`src/rtl/c1_seq_pkg.sv`:
```
// Shared state encoding and default sizing for the c1 step sequencer.
package c1_seq_pkg;

  typedef enum logic [2:0] {
    S_IDLE, S_REQ, S_WAIT_BUSY, S_RUN, S_GAP, S_DONE, S_ERR
  } seq_state_e;

  localparam int DEF_STEP_W        = 16;
  localparam int DEF_CYC_W         = 32;
  localparam int DEF_START_TIMEOUT = 64;
  localparam int DEF_GAP_CYCLES    = 2;

  // States that belong to an active job (counted, o_busy high).
  function automatic logic in_job(seq_state_e s);
    return (s == S_REQ) || (s == S_WAIT_BUSY) || (s == S_RUN) || (s == S_GAP);
  endfunction

endpackage

```
`src/rtl/c1_seq_timer.sv`:
```
// Loadable down-counter that parks at zero; zero flag reflects the current count.
module c1_seq_timer #(
  parameter int W = 8
) (
  input  logic         clock,
  input  logic         reset,
  input  logic         load,
  input  logic [W-1:0] load_val,
  output logic         zero
);

  logic [W-1:0] cnt_q, cnt_d;

  always_comb begin
    cnt_d = cnt_q;
    if (load)               cnt_d = load_val;
    else if (cnt_q != '0)   cnt_d = cnt_q - 1'b1;
  end

  always_ff @(posedge clock) begin
    if (reset) cnt_q <= '0;
    else       cnt_q <= cnt_d;
  end

  assign zero = (cnt_q == '0);

endmodule

```
`src/rtl/c1_step_sequencer.sv`:
```
// Runs the c1 kernel for a programmed number of steps, one run request per step,
// with start-timeout detection, graceful abort and step/cycle reporting.
module c1_step_sequencer
  import c1_seq_pkg::*;
#(
  parameter int STEP_W        = DEF_STEP_W,
  parameter int CYC_W         = DEF_CYC_W,
  parameter int START_TIMEOUT = DEF_START_TIMEOUT,
  parameter int GAP_CYCLES    = DEF_GAP_CYCLES
) (
  input  logic              clock,
  input  logic              reset,
  input  logic              i_start,
  input  logic [STEP_W-1:0] i_num_steps,
  input  logic              i_abort,
  output logic              o_busy,
  output logic              o_done,
  output logic              o_aborted,
  output logic              o_error,
  output logic [STEP_W-1:0] o_step_count,
  output logic [CYC_W-1:0]  o_cycle_count,
  output logic              o_kernel_ce,
  output logic              o_run_req,
  input  logic              i_run_busy
);

  localparam int TO_W  = $clog2(START_TIMEOUT + 1);
  localparam int GAP_W = $clog2(GAP_CYCLES + 1);
  localparam logic [TO_W-1:0]  TO_LOAD  = TO_W'(START_TIMEOUT - 1);
  localparam logic [GAP_W-1:0] GAP_LOAD = GAP_W'(GAP_CYCLES - 1);

  seq_state_e        state_q, state_d;
  logic [STEP_W-1:0] tgt_q, tgt_d, step_q, step_d, step_inc;
  logic [CYC_W-1:0]  cyc_q, cyc_d;
  logic              abort_q, abort_d, aborted_q, aborted_d, err_q, err_d;
  logic              run_req_q, run_req_d, busy_q, busy_d, done_q, done_d;
  logic              abort_eff, to_zero, gap_zero, to_load, gap_load;

  // The timeout window spans the REQ cycle plus WAIT_BUSY, so the load
  // happens on the edge that enters REQ.
  assign to_load  = (state_d == S_REQ) && (state_q != S_REQ);
  assign gap_load = (state_d == S_GAP) && (state_q != S_GAP);

  c1_seq_timer #(.W(TO_W)) u_start_to (
    .clock(clock), .reset(reset), .load(to_load), .load_val(TO_LOAD), .zero(to_zero)
  );

  c1_seq_timer #(.W(GAP_W)) u_gap (
    .clock(clock), .reset(reset), .load(gap_load), .load_val(GAP_LOAD), .zero(gap_zero)
  );

  assign abort_eff = abort_q | i_abort;
  assign step_inc  = step_q + 1'b1;

  always_comb begin
    state_d   = state_q;
    tgt_d     = tgt_q;
    step_d    = step_q;
    cyc_d     = cyc_q;
    abort_d   = abort_q;
    aborted_d = aborted_q;
    err_d     = err_q;
    if (in_job(state_q)) begin
      abort_d = abort_eff;
      if (cyc_q != '1) cyc_d = cyc_q + 1'b1;
    end
    case (state_q)
      S_IDLE: if (i_start) begin
        tgt_d     = i_num_steps;
        step_d    = '0;
        cyc_d     = '0;
        err_d     = 1'b0;
        aborted_d = 1'b0;
        abort_d   = 1'b0;
        state_d   = (i_num_steps == '0) ? S_DONE : S_REQ;
      end
      S_REQ: begin
        state_d = abort_q ? S_DONE : S_WAIT_BUSY;
        if (abort_q) aborted_d = 1'b1;
      end
      S_WAIT_BUSY: begin
        if (i_run_busy)   state_d = S_RUN;
        else if (to_zero) state_d = S_ERR;
      end
      S_RUN: if (!i_run_busy) begin
        step_d = step_inc;
        if ((step_inc == tgt_q) || abort_eff) begin
          state_d   = S_DONE;
          aborted_d = abort_eff;
        end else begin
          state_d = S_GAP;
        end
      end
      // Abort arriving in the last GAP cycle is honoured here, so REQ is
      // never entered with an abort already pending.
      S_GAP: if (gap_zero) begin
        state_d = abort_eff ? S_DONE : S_REQ;
        if (abort_eff) aborted_d = 1'b1;
      end
      S_DONE:  state_d = S_IDLE;
      S_ERR:   state_d = S_IDLE;
      default: state_d = S_IDLE;
    endcase
    if (state_d == S_ERR) err_d = 1'b1;
    run_req_d = (state_d == S_REQ);
    busy_d    = in_job(state_d);
    done_d    = (state_d == S_DONE);
  end

  always_ff @(posedge clock) begin
    if (reset) begin
      state_q   <= S_IDLE;
      tgt_q     <= '0;
      step_q    <= '0;
      cyc_q     <= '0;
      abort_q   <= 1'b0;
      aborted_q <= 1'b0;
      err_q     <= 1'b0;
      run_req_q <= 1'b0;
      busy_q    <= 1'b0;
      done_q    <= 1'b0;
    end else begin
      state_q   <= state_d;
      tgt_q     <= tgt_d;
      step_q    <= step_d;
      cyc_q     <= cyc_d;
      abort_q   <= abort_d;
      aborted_q <= aborted_d;
      err_q     <= err_d;
      run_req_q <= run_req_d;
      busy_q    <= busy_d;
      done_q    <= done_d;
    end
  end

  assign o_busy        = busy_q;
  assign o_kernel_ce   = busy_q;
  assign o_done        = done_q;
  assign o_aborted     = aborted_q;
  assign o_error       = err_q;
  assign o_step_count  = step_q;
  assign o_cycle_count = cyc_q;
  assign o_run_req     = run_req_q;

endmodule

```
`config.mk`:
```
export PLATFORM = sky130hd
export DESIGN_NAME = c1_step_sequencer
export DESIGN_NICKNAME = d
export VERILOG_FILES = /design/src/rtl/c1_seq_pkg.sv /design/src/rtl/c1_seq_timer.sv /design/src/rtl/c1_step_sequencer.sv
export SDC_FILE = /design/constraint.sdc
export NUM_CORES = 1
export LEC_CHECK = 0
export CAP_MARGIN = 20
export CORE_ASPECT_RATIO = 0.7
export CORE_MARGIN = 2
export CORE_UTILIZATION = 40
export DETAILED_ROUTE_END_ITERATION = 12
export PLACE_DENSITY = 0.66
export SETUP_SLACK_MARGIN = 0.05
export SLEW_MARGIN = 0
export SYNTH_ARGS = -nofsm -noshare
export SYNTH_HDL_FRONTEND = slang
export SYNTH_SLANG_ARGS = --single-unit
```
`constraint.sdc`:
```
create_clock -name clock -period 2.58 [get_ports clock]
set_input_delay 0.516 -clock clock [delete_from_list [all_inputs] [get_ports clock]]
set_output_delay 0.516 -clock clock [all_outputs]
set_load 0.05 [all_outputs]
```
Word level (Yosys, flattened, before mapping). Index checks and enable logic that the tools add are counted.

Input port bits: 21. Register bits: 82. Output and inout port bits: 54.

Mux-type cells: 33. $add $sub $neg: 4. Eq/ne operators: 20. Reductions and logical operators: 27. Bitwise logic cells: 1.

Operators with widths (number): 2-to-1 mux 32 bit (4); adder 32 x 1 -> 32 bit (second input constant) (1); 2-to-1 mux 16 bit (2); != test 32 bit (second input constant) (1); case mux 16 bit (2 select lines) (1); 2-to-1 mux 3 bit (8); adder 16 x 1 -> 16 bit (second input constant) (1); == test 16 bit (1); logical NOT 16 bit (1); case mux 3 bit (5 select lines) (1); 2-to-1 mux 1 bit (14); == test 3 x 2 -> 1 bit (second input constant) (4); == test 3 bit (second input constant) (4); 2-to-1 mux 6 bit (2); nonzero test 2 bit (6); != test 2 bit (second input constant) (5); logical NOT 7 bit (1); logical OR 1 bit (7); AND reduction 7 bit (1); nonzero test 7 bit (1); subtractor 7 x 1 -> 7 bit (second input constant) (1); == test 3 x 1 -> 1 bit (second input constant) (2); case mux 1 bit (4 select lines) (1); AND reduction 2 bit (2); 11 further kinds (13).

Logic depth before layout (Yosys ltp).
Word-level depth: 10. Depth in mapped cells: 10. Depth with buffers taken out: 8.

Modules after synthesis. From an unflattened synthesis, not the netlist that was laid out.

Cell total of the unflattened synthesis: 550. Area total of the unflattened synthesis: 4276.6 um^2.

By module, submodules not included: c1_step_sequencer (cells an instance 491, sequential area each 1461.4 um^2, times used 1, area an instance 3756.1 um^2); c1_seq_timer at u_start_to (cells an instance 47, sequential area each 140.1 um^2, times used 1, area an instance 399.1 um^2); c1_seq_timer at u_gap (cells an instance 12, sequential area each 40.0 um^2, times used 1, area an instance 121.4 um^2).

Least setup slack after synthesis. OpenSTA, ideal clock, no wires.

Path type: reg-to-reg. From: register step_q[5], in the netlist o_step_count[5]. To: register busy_q, in the netlist o_busy. Setup slack: -709 ps. Data arrival time: 3165 ps. Clock period less this slack: 3289 ps. Stages on the path, launching flop included: 10. Library setup time: 123 ps. Cells stage by stage: dfxtp_1 -> buf_2 -> nand4_2 -> or2_1 -> clkbuf_1 -> o32a_1 -> or4_4 -> or4_4 -> nand3_1 -> mux2_1.

Longest elaborated chain between the ends: 10. Elaborated cells on any way between the ends: 13. Those cells by class: add/sub (1); eq/ne (5); mux (3); reduce/logical (4).

Ends and longest elaborated chain: start, declared (RTL line c1_step_sequencer.sv:33) `logic [STEP_W-1:0] tgt_q, tgt_d, step_q, step_d, step_inc;`; start signal, assigned (RTL line c1_step_sequencer.sv:125) `step_q <= step_d;`; adder 16 x 1 -> 16 bit (*) (RTL line c1_step_sequencer.sv:53) `assign step_inc = step_q + 1'b1;`; == test 16 bit (*) (RTL line c1_step_sequencer.sv:87) `if ((step_inc == tgt_q) || abort_eff) begin`; logical OR 1 bit (*) (RTL line c1_step_sequencer.sv:87); 2-to-1 mux 1 bit (*) (RTL line c1_step_sequencer.sv:87); 2-to-1 mux 3 bit (*) (RTL line c1_step_sequencer.sv:85) `S_RUN: if (!i_run_busy) begin`; case mux 3 bit (5 select lines) (*) (RTL line c1_step_sequencer.sv:67) `case (state_q)`; == test 3 x 1 -> 1 bit or == test 3 x 2 -> 1 bit (tied branches) (RTL line c1_seq_pkg.sv:15) `return (s == S_REQ) || (s == S_WAIT_BUSY) || (s == S_RUN) || (s == S_GAP);`; logical OR 1 bit (2 in a row) (RTL line c1_seq_pkg.sv:15); logical OR 1 bit (*) (RTL line c1_seq_pkg.sv:15); end signal, assigned (RTL line c1_step_sequencer.sv:131) `busy_q <= busy_d;`; end, declared (RTL line c1_step_sequencer.sv:36) `logic run_req_q, run_req_d, busy_q, busy_d, done_q, done_d;`.

Every way passes the cells marked *; elsewhere a longest branch is shown, timed or not. A chain may end at the register's enable or synchronous reset.

Final worst setup path.
From: register step_q[9], in the netlist o_step_count[9]. To: register busy_q, in the netlist o_busy.

Same word-level chain as after synthesis.

==> results.md <==
* Switching pwr at between 1 and 1.5 mW
* Detail Route Antenna Nets at 0
* Initial drt markers at 305
* Cell area after synthesis at 4220 µm²
* Clock share of power at 34.0%
* Pre-antenna DRT Iters at 5
* DRC viols at 0
* Buf/Inv on CP at 0
* PortBufs at 74
* Path type of the worst setup path: flop to flop
* Diodes inserted at 0
* Ratio of cells with drive above 1 in the final layout at approximately 17%
* CTS Buffer Depth at 2
* CTS tree: built
* Top cell type by total area after synthesis: dfxtp_1
* Number of global-route vias before repair at 3,698
* Critical Path Most Common Cell: or4_4
* Root buffer cell: clkbuf_16
* Clk_lat worst skew at between 0.3 and 0.4 ns
* Violated checks: negative setup slack
* Slew margin rel. at between 50 and 60%
* Max cap viols at 0
* Met1 track demand over resource at between 30% and 40%
* Cell-internal power at 2.50 mW
* GRT met2 Usage at 28.5%
* Final period util at 102%
* Critical Path RT at 2.81 ns
* Post-detail-place hpwl at roughly 9000 µm
* Post-synth top area share at between 30% and 40%
* Routability Congestion at approximately 0.95
* Synth Area in Simple Gates at 29.3%
* Syn Nets at 560
* Synth Register Bits at 82
* Top_reg_cell synth: dfxtp_1
* Max Clk Rate at 381 MHz
* Post-synthesis async set-or-reset flop share at 0%
* Final slew viol count at 0
* Synth Instances at approximately 530
* Crit-path max FO at 2
* Synth Area in Adders at approximately 1.5%
* CP cell instances: xor2_2, or3b_1, o32a_1, or4_4, or4_4, nand3_2, mux2_4
* Hold Path Class: flop to flop
* Unrepaired setup endpoints after global routing: true
* DR WL/cell at ~16 µm
* Multiplexer area fraction after synthesis at less than 1%
* Die Area at approximately 11,000 µm²
* Depth of the CTS H-tree at 3
* Number of synthesized flops with an enable pin at 0
* Vert. Die Dim at about 90 µm
* Vias per cell at approximately 5.5
* Site Rows at 31
* Seq pwr share at roughly 40%
* Synth top cells by count: 82 x dfxtp_1, 66 x nor2_1, 61 x nand2_1
* Ys Warns at 0
* Total global routing overflow at 0
* Pin count of the biggest net entering global routing at 32
* Worst-Margin Slew at around 0.71 ns
* Initial antenna violation count at 0
* Post-Layout Cell Count at between 700 and 800
* Pwr dens at between 600 and 700 nW/µm²
* Gr usage total at 21.5%
* Synth area leaders: dfxtp_1 39%, nor2_1 5.9%, xnor2_1 5.8%
* Slowest CP cell: or4_4
* Placed cell count at 752
* Sequential area share after synthesis at between 30 and 40%
* Clock Pin Slew Worst Setup and Hold Paths at ~0.070 ns
* Main combinational cell family by area after synthesis: simple AND/OR/NAND/NOR gates
* GR peak layer: met1
* DRT Wirelength at around 12,000 µm
* Starting Density at about two fifths
* Core area at 10,300 µm²
* First-pass GRT wire length at around 20,000 µm
* Final net count at ~660
* Tmin final at 2.63 ns
* P&R area growth vs syn at 38.6%
* Leakage power at roughly 2.1 nW
* Register-to-register path setup slack at -0.05 ns
* TNS Setup at -0.0460 ns
* Number of CTS-inserted buffers at 9
* Final setup vio count at 1
* Critical path's top delay family: simple AND/OR/NAND/NOR gates
* Clock Skew at about 0.0054 ns
* Status: finished with violations
* Worst-case vdd ir drop at 0.347 mV
* Met3 Track Usage GR at roughly 5.7%
* PnR worst setup slack at -0.0460 ns
* Hold violation count in the final report at 0
* Worst EP arrival at 2.86 ns
* I/O pins at between 70 and 80
* Post-synthesis compound-gate area fraction at approximately 15%
* Crit-path max cell delay at between 0.4 and 0.5 ns
* Routed vias at around 4,300
* Logic pwr share at a little over a quarter
* Clock Sinks at 82
* Xor and xnor area share after synthesis at between 10% and 20%
* Sw frac at between 30 and 40%
* Syn Area/Cell at ~7.9 µm²
* Unique masters post-synth at 60
* CP startpoint kind: flop
* Die width at approximately 130 µm
* CP Capture Type: flop
* Most common cell in the netlist: dfxtp_1
[final cells by class]
type / count / area (µm²)
Fill cell: 925 / 4460
Clock buffer: 11 / 254
Sequential cell: 82 / 1690
Inverter: 13 / 48.8
Tap cell: 132 / 165
Timing Repair Buffer: 121 / 1120
Clock inverter: 5 / 45.0
Multi-Input combinational cell: 409 / 2530
[per-layer routing]
layer / vias to the layer above / wire, µm / share of wire (%)
met1: 1994 / 6230 / 51
met5: - / 0 / 0
met2: 157 / 5010 / 41
li1: 2104 / - / -
met4: 0 / 153 / 1.2
met3: 17 / 940 / 7.6
[power groups by stage]
stage          combinational [mW]  sequential (mW)  clock [mW]
2_1_floorplan               0.621             1.54           0
3_3_place_gp                0.916             1.51           0
3_5_place_dp                0.939             1.52           0
4_1_cts                     0.952             1.49        1.30
5_1_grt                      1.08             1.50        1.35
6_report                    0.977             1.49        1.27
[worst paths after layout]
check | startpoint | endpoint | cells past startpoint
max reg2reg | o_step_count[9]$_SDFFE_PP0P_ | o_busy$_SDFF_PP0_ | 7
max | o_step_count[9]$_SDFFE_PP0P_ | o_busy$_SDFF_PP0_ | 7
min reg2reg | tgt_q[15]$_SDFFE_PP0P_ | tgt_q[15]$_SDFFE_PP0P_ | 2
min | tgt_q[15]$_SDFFE_PP0P_ | tgt_q[15]$_SDFFE_PP0P_ | 2
[sequential cells by signal (all words and copies together) (netlist names)]
signal	flops
abort_q	1
o_aborted	1
o_busy	1
o_cycle_count	32
o_done	1
o_error	1
o_run_req	1
o_step_count	16
state_q	3
tgt_q	16
u_gap.cnt_q	2
u_start_to.cnt_q	7
[cell usage in the layout (no fill, tap or decap), drive strengths merged, types with 2 or more instances in the layout]
cell type	count
a2111oi	2
a211oi	2
a21oi	45
a22oi	3
a311oi	5
a31oi	4
and2	3
and3	9
and4	6
buf	47
clkbuf	11
clkdlybuf4s50	74
clkinv	2
dfxtp	82
ha	5
inv	15
mux2i	2
nand2	61
nand3	22
nand3b	4
nand4	18
nor2	66
nor2b	3
nor3	17
nor3b	2
nor4	18
o211ai	3
o21ai	25
o31ai	3
or2	2
or3	8
or3b	2
or4	3
xnor2	28
xor2	20
[through the flow]
stage,setup WS (ns),total power [mW],utilization (%),instance area (µm²),hold WS [ns]
6_report,-0.0460,3.74,56.7,5850,0.475
5_1_grt,-0.0983,3.93,56.7,5850,0.505
4_1_cts,-0.0334,3.74,55.6,5740,0.469
3_5_place_dp,-0.0579,2.46,52.6,5420,0.471
3_3_place_gp,-0.00677,2.43,52.6,5420,0.458
2_1_floorplan,-0.158,2.16,-,4320,0.448
[kinds of logic after synthesis]
| group | after synthesis |
|---|---|
| compound gates | 105 |
| xor+xnor | 49 |
| fa+ha+maj | 5 |
| buf+inv | 43 |
| flops | 82 |
| mux | 3 |
| simple gates | 247 |
[what timing repair did]
item / CTS / global route
resized for setup: 3 / 14
hold buffers: 0 / 0
pin swaps: 1 / 2
setup buffers: 1 / 4
endpoints found under the setup margin: 10 / 13
gates cloned: 0 / 0
[worst min-delay path, delay by kind of cell, from the launching register on]
kind            cells  cell delay, ns
flops               1            0.32
simple gates        1            0.05
compound gates      1            0.06
Power figures use the tool's default switching activity.
